[src/rtl/output_port_tx_pkg.sv]
// Shared definitions for the output_port_tx leaf transmit port:
// packet field positions and the send FSM state type.
package output_port_tx_pkg;

    typedef enum logic [1:0] {IDLE, LOAD, SEND} tx_state_t;

    // Field positions are derived from the block parameters so every user agrees on them.
    function automatic int pkt_valid_pos(int packet_bits);
        return packet_bits - 1;
    endfunction

    function automatic int pkt_leaf_msb(int packet_bits);
        return packet_bits - 2;
    endfunction

    function automatic int pkt_port_msb(int packet_bits, int leaf_bits);
        return packet_bits - 2 - leaf_bits;
    endfunction

    function automatic int pkt_slot_lsb(int payload_bits);
        return payload_bits;
    endfunction

endpackage

[src/rtl/output_port_tx_fifo.sv]
// SynFIFO: full/empty-guarded synchronous FIFO with a registered read port.
// rdata is valid the cycle after a pop.
module SynFIFO #(
    parameter int DSIZE    = 64,
    parameter int ASIZE    = 4,
    parameter     RAM_TYPE = "distributed"
) (
    input  logic             clk,
    input  logic             reset,
    input  logic             rinc,
    input  logic             winc,
    input  logic [DSIZE-1:0] wdata,
    output logic [DSIZE-1:0] rdata,
    output logic             empty,
    output logic             full
);
    localparam bit IS_DIST = (RAM_TYPE == "distributed");

    logic [DSIZE-1:0] mem [2**ASIZE];
    logic [ASIZE:0]   wptr, rptr;
    logic             do_w, do_r;

    assign empty = (wptr == rptr);
    assign full  = (wptr[ASIZE] != rptr[ASIZE]) && (wptr[ASIZE-1:0] == rptr[ASIZE-1:0]);
    assign do_w  = winc && !full;
    assign do_r  = rinc && !empty;

    always_ff @(posedge clk) begin
        if (do_w)
            mem[wptr[ASIZE-1:0]] <= wdata;
    end

    always_ff @(posedge clk) begin
        if (reset) begin
            wptr <= '0;
            rptr <= '0;
        end else begin
            if (do_w) wptr <= wptr + 1'b1;
            if (do_r) rptr <= rptr + 1'b1;
        end
    end

    // Block RAM output registers are left unreset; LUT RAM output is cleared.
    always_ff @(posedge clk) begin
        if (reset && IS_DIST)
            rdata <= '0;
        else if (do_r)
            rdata <= mem[rptr[ASIZE-1:0]];
    end

endmodule

[src/rtl/output_port_tx.sv]
// Leaf transmit port: buffers user words, wraps them into BFT packets and
// paces them with remote-buffer credits. Option: OUTPUT_PORT_TX_PKT_COUNT_EN adds pkt_count.
module output_port_tx
    import output_port_tx_pkg::*;
#(
    parameter int PACKET_BITS           = 97,
    parameter int NUM_LEAF_BITS         = 6,
    parameter int NUM_PORT_BITS         = 4,
    parameter int NUM_ADDR_BITS         = 7,
    parameter int PAYLOAD_BITS          = 64,
    parameter int PORT_No               = 2,
    parameter int FREESPACE_UPDATE_SIZE = 64,
    parameter int FIFO_ASIZE            = 4
) (
    input  logic                     clk,
    input  logic                     reset,
    input  logic [NUM_LEAF_BITS-1:0] dst_leaf,
    input  logic [NUM_PORT_BITS-1:0] dst_port,
    output logic [PACKET_BITS-1:0]   dout_leaf_interface2bft,
    input  logic                     ack_bft2interface,
    input  logic [PACKET_BITS-1:0]   din_leaf_bft2interface,
    input  logic [PAYLOAD_BITS-1:0]  din_user,
    input  logic                     vld_user2interface,
    output logic                     ack_interface2user
`ifdef OUTPUT_PORT_TX_PKT_COUNT_EN
    ,
    output logic [31:0]              pkt_count
`endif
);
    localparam int VALID_POS = pkt_valid_pos(PACKET_BITS);
    localparam int PORT_MSB  = pkt_port_msb(PACKET_BITS, NUM_LEAF_BITS);
    localparam int ZERO_BITS = PACKET_BITS - 1 - NUM_LEAF_BITS - NUM_PORT_BITS
                               - NUM_ADDR_BITS - PAYLOAD_BITS;
    localparam logic [NUM_ADDR_BITS+1:0] CREDIT_MAX = {2'b01, {NUM_ADDR_BITS{1'b0}}};
    localparam logic [NUM_ADDR_BITS+1:0] UPD_INC    = FREESPACE_UPDATE_SIZE[NUM_ADDR_BITS+1:0];

    tx_state_t                 state, state_next;
    logic                      rinc, fifo_empty, fifo_full, upd;
    logic [PAYLOAD_BITS-1:0]   fifo_rdata;
    logic [NUM_ADDR_BITS:0]    credit;
    logic [NUM_ADDR_BITS+1:0]  credit_add, credit_net;
    logic [NUM_ADDR_BITS-1:0]  slot;

    SynFIFO #(
        .DSIZE   (PAYLOAD_BITS),
        .ASIZE   (FIFO_ASIZE),
        .RAM_TYPE("distributed")
    ) u_fifo (
        .clk  (clk),
        .reset(reset),
        .rinc (rinc),
        .winc (vld_user2interface),
        .wdata(din_user),
        .rdata(fifo_rdata),
        .empty(fifo_empty),
        .full (fifo_full)
    );

    assign ack_interface2user = !fifo_full;

    assign upd = din_leaf_bft2interface[VALID_POS] &&
                 (din_leaf_bft2interface[PORT_MSB -: NUM_PORT_BITS] == PORT_No[NUM_PORT_BITS-1:0]);

    // credit_add is the credit after this cycle ignoring a pop; it gates the SEND->LOAD decision.
    assign credit_add = {1'b0, credit} + (upd ? UPD_INC : '0);
    assign credit_net = credit_add - {{(NUM_ADDR_BITS+1){1'b0}}, rinc};

    always_comb begin
        state_next = state;
        rinc       = 1'b0;
        case (state)
            IDLE: begin
                if (!fifo_empty && credit != '0) begin
                    rinc       = 1'b1;
                    state_next = LOAD;
                end
            end
            LOAD: state_next = SEND;
            SEND: begin
                if (ack_bft2interface) begin
                    if (!fifo_empty && credit_add != '0) begin
                        rinc       = 1'b1;
                        state_next = LOAD;
                    end else begin
                        state_next = IDLE;
                    end
                end
            end
            default: state_next = IDLE;
        endcase
    end

    always_ff @(posedge clk) begin
        if (reset) begin
            state                   <= IDLE;
            credit                  <= CREDIT_MAX[NUM_ADDR_BITS:0];
            slot                    <= '0;
            dout_leaf_interface2bft <= '0;
        end else begin
            state  <= state_next;
            credit <= (credit_net > CREDIT_MAX) ? CREDIT_MAX[NUM_ADDR_BITS:0]
                                                : credit_net[NUM_ADDR_BITS:0];
            if (state == LOAD) begin
                dout_leaf_interface2bft <= {1'b1, dst_leaf, dst_port, {ZERO_BITS{1'b0}},
                                            slot, fifo_rdata};
                slot                    <= slot + 1'b1;
            end else if (state == SEND && ack_bft2interface) begin
                dout_leaf_interface2bft[VALID_POS] <= 1'b0;
            end
        end
    end

`ifdef OUTPUT_PORT_TX_PKT_COUNT_EN
    always_ff @(posedge clk) begin
        if (reset)
            pkt_count <= '0;
        else if (state == SEND && ack_bft2interface)
            pkt_count <= pkt_count + 32'd1;
    end
`endif

endmodule
[config.mk]
export PLATFORM = sky130hd
export DESIGN_NAME = output_port_tx
export DESIGN_NICKNAME = d
export VERILOG_FILES = /design/src/rtl/output_port_tx_pkg.sv /design/src/rtl/output_port_tx_fifo.sv /design/src/rtl/output_port_tx.sv
export SDC_FILE = /design/constraint.sdc
export NUM_CORES = 1
export LEC_CHECK = 0
export BUFFER_PORTS_ARGS = -buffer_cell sky130_fd_sc_hd__buf_2
export CAP_MARGIN = 20
export CORE_MARGIN = 5
export CORE_UTILIZATION = 54
export DETAILED_ROUTE_END_ITERATION = 7
export GPL_TIMING_DRIVEN = 0
export HOLD_SLACK_MARGIN = 0.12
export PLACE_DENSITY = 0.77
export SYNTH_ARGS = -nofsm -noshare
export SYNTH_HDL_FRONTEND = slang
export SYNTH_SLANG_ARGS = --single-unit
[constraint.sdc]
create_clock -name clk -period 7.4 [get_ports clk]
set_input_delay 1.85 -clock clk [delete_from_list [all_inputs] [get_ports clk]]
set_output_delay 1.85 -clock clk [all_outputs]
set_load 0.02 [all_outputs]
# After elaboration in Yosys (flattened, before gate mapping)
# Memory sizes are Yosys's and may differ from the RTL's. A register that Yosys moved wholly into a read port is not among the register bits.
# Cells that the tools add are included.
[totals]
register_bits = 109
latch_bits = 0
mem_bits_rw = 1024
rom_bits = 0
output_inout_bits = 98
elab_cells = 50
memories = 1
[classes]
add_sub_neg = 5
n_mul = 0
n_div = 0
n_lt_le_gt_ge = 1
eq_ne = 8
shift = 0
n_mux = 13
n_bitwise = 0
n_reduce_logical = 15
[mem_list]
columns = ["name", "words", "width", "rd", "rd_clocked_by_memory_dff", "wr", "line", "text"]
rows = [
  ["u_fifo.mem", 16, 64, 1, 1, 1, "output_port_tx_fifo.sv:19", "logic [DSIZE-1:0] mem [2**ASIZE];"],
]
[op_table]
columns = ["operator", "count"]
rows = [
  ["5-bit by 1-bit adder with 5-bit output (second input constant)", 2],
  ["8-bit by 7-bit adder with 9-bit output", 1],
  ["9-bit by 8-bit greater-than comparator with 1-bit output (second input constant)", 1],
  ["9-bit nonzero test", 1],
  ["9-bit by 1-bit subtractor with 9-bit output", 1],
  ["1-bit two-way mux", 8],
  ["8-bit nonzero test", 1],
  ["7-bit by 1-bit adder with 7-bit output (second input constant)", 1],
  ["1-bit logical AND", 7],
  ["7-bit two-way mux", 1],
  ["2-bit case mux with 3 select lines", 1],
  ["5-bit equality test", 1],
  ["4-bit by 2-bit equality test with 1-bit output (second input constant)", 1],
  ["4-bit equality test", 1],
  ["2-bit two-way mux", 2],
  ["2-bit inequality test (second input constant)", 2],
  ["2-bit by 1-bit equality test with 1-bit output (second input constant)", 1],
  ["2-bit equality test (second input constant)", 1],
  ["1-bit zero test", 2],
  ["2-bit zero test", 1],
  ["1-bit case mux with 2 select lines", 1],
  ["2-bit AND reduction", 1],
  ["2-bit nonzero test", 1],
  ["2-bit OR reduction", 1],
  ["1-bit inequality test", 1],
]

# Logic depth before layout (Yosys ltp)
[logic_depth]
depth_word = 12
mapped_depth = 16
mapped_depth_nobuf = 15

# By module
# Synthesis repeated with hierarchy kept, for this count alone.
[hier_totals]
cells_unflattened = 2549
area_unflattened_um2 = 45576.2
[by_module_without_submodules]
columns = ["mod", "n_inst", "cells_per_inst", "area_each_um2"]
rows = [
  ["SynFIFO", 1, 2072, 41768.8],
  ["output_port_tx", 1, 477, 3807.4],
]

# Worst setup path before layout
# No wires, ideal clock.
[synth_path]
kind = "in2reg"
startpoint = "in vld_user2interface"
endpoint = "mem u_fifo.mem[3][0] (enable)"
setup_time_ns = 0.565
arrival_time_ns = 6.524
t_required_ns = 6.835
path_slack_ns = 0.312
path_stages = 3
path_buffers = 0
path_cell_list = "inv_1 a211o_1 nor3_1"
[synth_between]
elab_chain_len = 3
[synth_lines]
columns = ["element", "line", "text"]
rows = [
  ["start: declaration", "output_port_tx.sv:23", "input logic vld_user2interface,"],
  ["1-bit logical AND", "output_port_tx_fifo.sv:25", "assign do_w = winc && !full;"],
  ["1-bit two-way mux", "output_port_tx_fifo.sv:29", "if (do_w)"],
  ["1-bit two-way mux (implied by the code)", "output_port_tx_fifo.sv:30", "mem[wptr[ASIZE-1:0]] <= wdata;"],
  ["end: declaration", "output_port_tx_fifo.sv:19", ""],
]
# No other way between the ends.

# Final worst setup path
[layout_path]
startpoint = "in din_leaf_bft2interface[89]"
endpoint = "reg credit[6]"
[layout_between]
elab_chain_len = 12
[layout_lines]
columns = ["element", "line", "text"]
rows = [
  ["start: declaration", "output_port_tx.sv:21", "input logic [PACKET_BITS-1:0] din_leaf_bft2interface,"],
  ["4-bit by 2-bit equality test with 1-bit output *", "output_port_tx.sv:62", "(din_leaf_bft2interface[PORT_MSB -: NUM_PORT_BITS] == PORT_No[NUM_PORT_BITS-1:0]);"],
  ["1-bit logical AND *", "output_port_tx.sv:61", "assign upd = din_leaf_bft2interface[VALID_POS] &&"],
  ["7-bit two-way mux *", "output_port_tx.sv:65", "assign credit_add = {1'b0, credit} + (upd ? UPD_INC : '0);"],
  ["8-bit by 7-bit adder with 9-bit output *", "output_port_tx.sv:65", ""],
  ["9-bit nonzero test", "output_port_tx.sv:81", "if (!fifo_empty && credit_add != '0) begin"],
  ["1-bit logical AND", "output_port_tx.sv:81", ""],
  ["1-bit two-way mux", "output_port_tx.sv:81", ""],
  ["1-bit two-way mux", "output_port_tx.sv:80", "if (ack_bft2interface) begin"],
  ["1-bit case mux with 2 select lines", "output_port_tx.sv:71", "case (state)"],
  ["9-bit by 1-bit subtractor with 9-bit output *", "output_port_tx.sv:66", "assign credit_net = credit_add - {{(NUM_ADDR_BITS+1){1'b0}}, rinc};"],
  ["9-bit by 8-bit greater-than comparator with 1-bit output", "output_port_tx.sv:101", "credit <= (credit_net > CREDIT_MAX) ? CREDIT_MAX[NUM_ADDR_BITS:0]"],
  ["2-bit OR reduction (no line)", "--", ""],
  ["end signal: assignment", "output_port_tx.sv:96", "credit <= CREDIT_MAX[NUM_ADDR_BITS:0];"],
  ["end signal: assignment", "output_port_tx.sv:101", ""],
  ["end: declaration", "output_port_tx.sv:40", "logic [NUM_ADDR_BITS:0] credit;"],
]
# Mark *: on every way between the ends. The rest lies on a longest branch, timed or not.
# A chain may end at the register's enable or synchronous reset.

==> results.sh <==
export IMPL_status="complete, no violations"
export IMPL_vdd_ir_drop_max_mv=0.200
export IMPL_netlist_area_um2=44800
export IMPL_clk_path_buf_depth=3
export IMPL_drc=0
export IMPL_switching_share_pct=28.3
export IMPL_vias_per_cell=6.35
export IMPL_ys_seq_area_share_pct=76.4
export IMPL_path_cells="buf_2 -> nor4_1 -> ha_1 -> ha_1 -> nor4b_1 -> a41oi_1 -> o211ai_2 -> buf_8 -> inv_2 -> clkbuf_1 -> ha_1 -> ha_1 -> inv_1 -> a2111oi_4 -> nor3_1 -> a31oi_1 -> a211oi_1"
export IMPL_overflow=0
export IMPL_p_leak_nw=16.7
export IMPL_synth_top_cell_by_area="edfxtp_1"
export IMPL_regToRegSetupSlack_ns=2.99
export IMPL_dr_pass1_iters=6
export IMPL_drv_cap=0
export IMPL_nets=2906
export IMPL_power_internal_mw=12.3
export IMPL_crit_top_cell="ha_1"
export IMPL_hold_viol=0
export IMPL_async_flop_share_pct=0
export IMPL_p_clk_share_pct=33.5
export IMPL_rsz0062_at_grt="false"
export IMPL_slowest_delay_ns=0.45
export IMPL_cts_sinks=1197
export IMPL_dieArea_um2=88800
export IMPL_wirelength_um=113000
export IMPL_rr_startpoint="credit[6]"
export IMPL_yosys_top_cells_area="edfxtp_1 69%, mux4_2 13%, dfxtp_1 7.7%, nand2_1 3.0%, a22oi_1 2.1%"
export IMPL_synth_most_common_cell="edfxtp_1"
export IMPL_synth_common_cells="1024 x edfxtp_1, 363 x nand2_1, 256 x mux4_2"
export IMPL_synth_top_area_share_pct=68.6
export IMPL_yosysWarnings=0
export IMPL_tightest_slew_ns=1.14
export IMPL_io_buffer_count=164
export IMPL_ant_nets=0
export IMPL_num_vias=24800
export IMPL_critical_path_endpoint="credit[6]"
export IMPL_pwr_share_seq_pct=45.6
export IMPL_wl_per_cell_um=29.0
export IMPL_h_tree_depth=3
export IMPL_placed_cells=3673
export IMPL_fp_dieW_um=298
export IMPL_fp_coreArea_um2=82200
export IMPL_synth_main_ff_cell="edfxtp_1"
export IMPL_layout_cells_non_filler=3903
export IMPL_crit_start="din_leaf_bft2interface[89]"
export IMPL_p_switching_mw=4.85
export IMPL_antenna_found_initial=17
export IMPL_setup_viol=0
export IMPL_start_util_pct=54.5
export IMPL_syn_area_per_cell_um2=18.7
export IMPL_cts_tree="yes"
export IMPL_period_needed_ns=5.53
export IMPL_arrival_ns=6.05
export IMPL_ys_ff_latch=1197
export IMPL_holdPathStages=2
export IMPL_numCtsBuffers=115
export IMPL_cp_slowest_cell="clkbuf_1"
export IMPL_total_power_mw=17.1
export IMPL_hpwl_um=67400
export IMPL_crit_fanout=10
export IMPL_post_route_period_util_pct=74.7
export IMPL_critPathLaunchType="input pin"
export IMPL_drt_iter0_drc=3504
export IMPL_drive_above_1_share_pct=25.4
export IMPL_areaGrowthSynthToFinish_pct=15.0
export IMPL_r2r_cells=15
export IMPL_boundaryPins=273
export IMPL_rr_endpoint="credit[6]"
export IMPL_fin_util_pct=62.7
export IMPL_power_density_nw_per_um2=333
export IMPL_grt_pass1_wl_um=166000
export IMPL_synth_cell_types=48
export IMPL_max_freq_ghz=0.181
export IMPL_p_comb_share_pct=20.9
export IMPL_worst_skew_pair_late_latency_ns=0.69
export IMPL_hold_path_class="reg -> reg"
export IMPL_cts_root_buf="clkbuf_16"
export IMPL_cp_required_ns=7.92
export IMPL_postCtsSetupBuffers=0
export IMPL_postCtsHoldBufs=0
export IMPL_rows=105
export IMPL_synth_edf_count=1024
export IMPL_clkTransAtPathRegs_ns=0.06
export IMPL_endpoint_kind="flop"
export IMPL_synth_cells=2394
export IMPL_grt_pass1_vias=25400
export IMPL_dieHeight_um=298
export IMPL_slew_headroom_pct=23.5
export IMPL_critical_path_class="in -> reg"
export IMPL_cts_resized=0
export IMPL_grt_max_degree=47
export IMPL_grt_use_total_pct=25.1
export IMPL_finClkSkew_ns=0.0276
export IMPL_slew_viol_final=0
export IMPL_place_congestion=0.785
kinds of logic (layout without fill, tap and decap cells):
family,count (synthesis),in the layout,synth area share (%)
flops,1197,1197,76.4
simple gates,444,444,4.09
compound gates,296,296,4.16
mux,258,258,12.9
buf+inv,167,582,1.75
xor+xnor,21,21,0.411
fa+ha+maj,10,10,0.279
other cells,1,25,0.00837
per-layer routing:
layer | routed length, um | track usage [%] | vias to the layer above
met3 | 13100 | 7.33 | 253
met4 | 3090 | 7.31 | 10
li1 | - | - | 10200
met2 | 55400 | 40.8 | 1643
met1 | 41400 | 33.5 | 12700
met5 | 65 | 0 | -
area by class of cell:
| cell class | count | area (um2) |
|---|---|---|
| Antenna cell | 10 | 25.0 |
| Buffer | 156 | 743 |
| Clock buffer | 164 | 3280 |
| Clock inverter | 55 | 457 |
| Fill cell | 5405 | 30700 |
| Inverter | 11 | 41.3 |
| Multi-Input combinational cell | 1044 | 9940 |
| Sequential cell | 1197 | 34200 |
| Tap cell | 1070 | 1340 |
| Timing Repair Buffer | 196 | 1490 |
critical path: cells and delay by family:
family | cells | cell delay, ns
buffers and inverters | 5 | 1.35
AO/OA/AOI/OAI | 5 | 1.34
AND/OR/NAND/NOR | 3 | 0.46
adder cells (fa/ha/maj) | 4 | 1.04
worst min-delay path by stage:
stage / from / end / slack (ns)
floorplan: u_fifo.rdata[0] / dout_leaf_interface2bft[0] / 0.43
global placement: dout_leaf_interface2bft[88] / dout_leaf_interface2bft[88] / 0.44
detailed placement: dout_leaf_interface2bft[54] / dout_leaf_interface2bft[54] / 0.45
CTS: u_fifo.rdata[16] / dout_leaf_interface2bft[16] / 0.45
global route: u_fifo.rdata[16] / dout_leaf_interface2bft[16] / 0.46
finish: u_fifo.rdata[16] / dout_leaf_interface2bft[16] / 0.45
power by group through the flow:
stage               Sequential [mW]  Combinational [mW]  Clock, mW
floorplan                      7.96                2.28          0
global placement               7.94                3.35          0
detailed placement             7.95                3.48          0
CTS                            7.81                3.54       5.77
global route                   7.84                3.82       6.08
finish                         7.82                3.58       5.74
state kept, by name, indices dropped and copies added, names as in the netlist:
signal	count
credit	8
u_fifo.rdata	64
slot	7
dout_leaf_interface2bft	82
u_fifo.mem	1024
state	2
u_fifo.wptr	5
u_fifo.rptr	5
cells in the final DEF, fill, tap and decap left out, types with 4 or more instances in the layout:
master        n
a21oi_1     151
a22oi_1     128
and3_4       12
buf_1        31
buf_12        7
buf_16       15
buf_2       190
buf_4        34
buf_6         8
bufinv_16     4
clkbuf_1     94
clkbuf_16   117
clkbuf_8     18
clkinv_1     10
clkinv_2     29
conb_1       15
dfxtp_1     173
diode_2      10
edfxtp_1   1024
ha_1         10
inv_1        10
inv_6         6
mux4_2      256
nand2_1     363
nand3_1       4
nand4_1       4
nor2_1       27
nor2b_1       7
xnor2_1      12
xor2_1        9
through the flow:
step	setup WS (ns)	hold slack, ns	cell area (um2)	TNS, ns
final	1.87	0.453	51500	0
after detailed placement	1.08	0.446	47700	0
after floorplan	0.312	0.432	44800	0
after CTS	1.77	0.454	51500	0
after global placement	-4.96	0.438	47000	-658.76
after global routing	1.60	0.457	51500	0
Power figures use the tool's default switching activity.
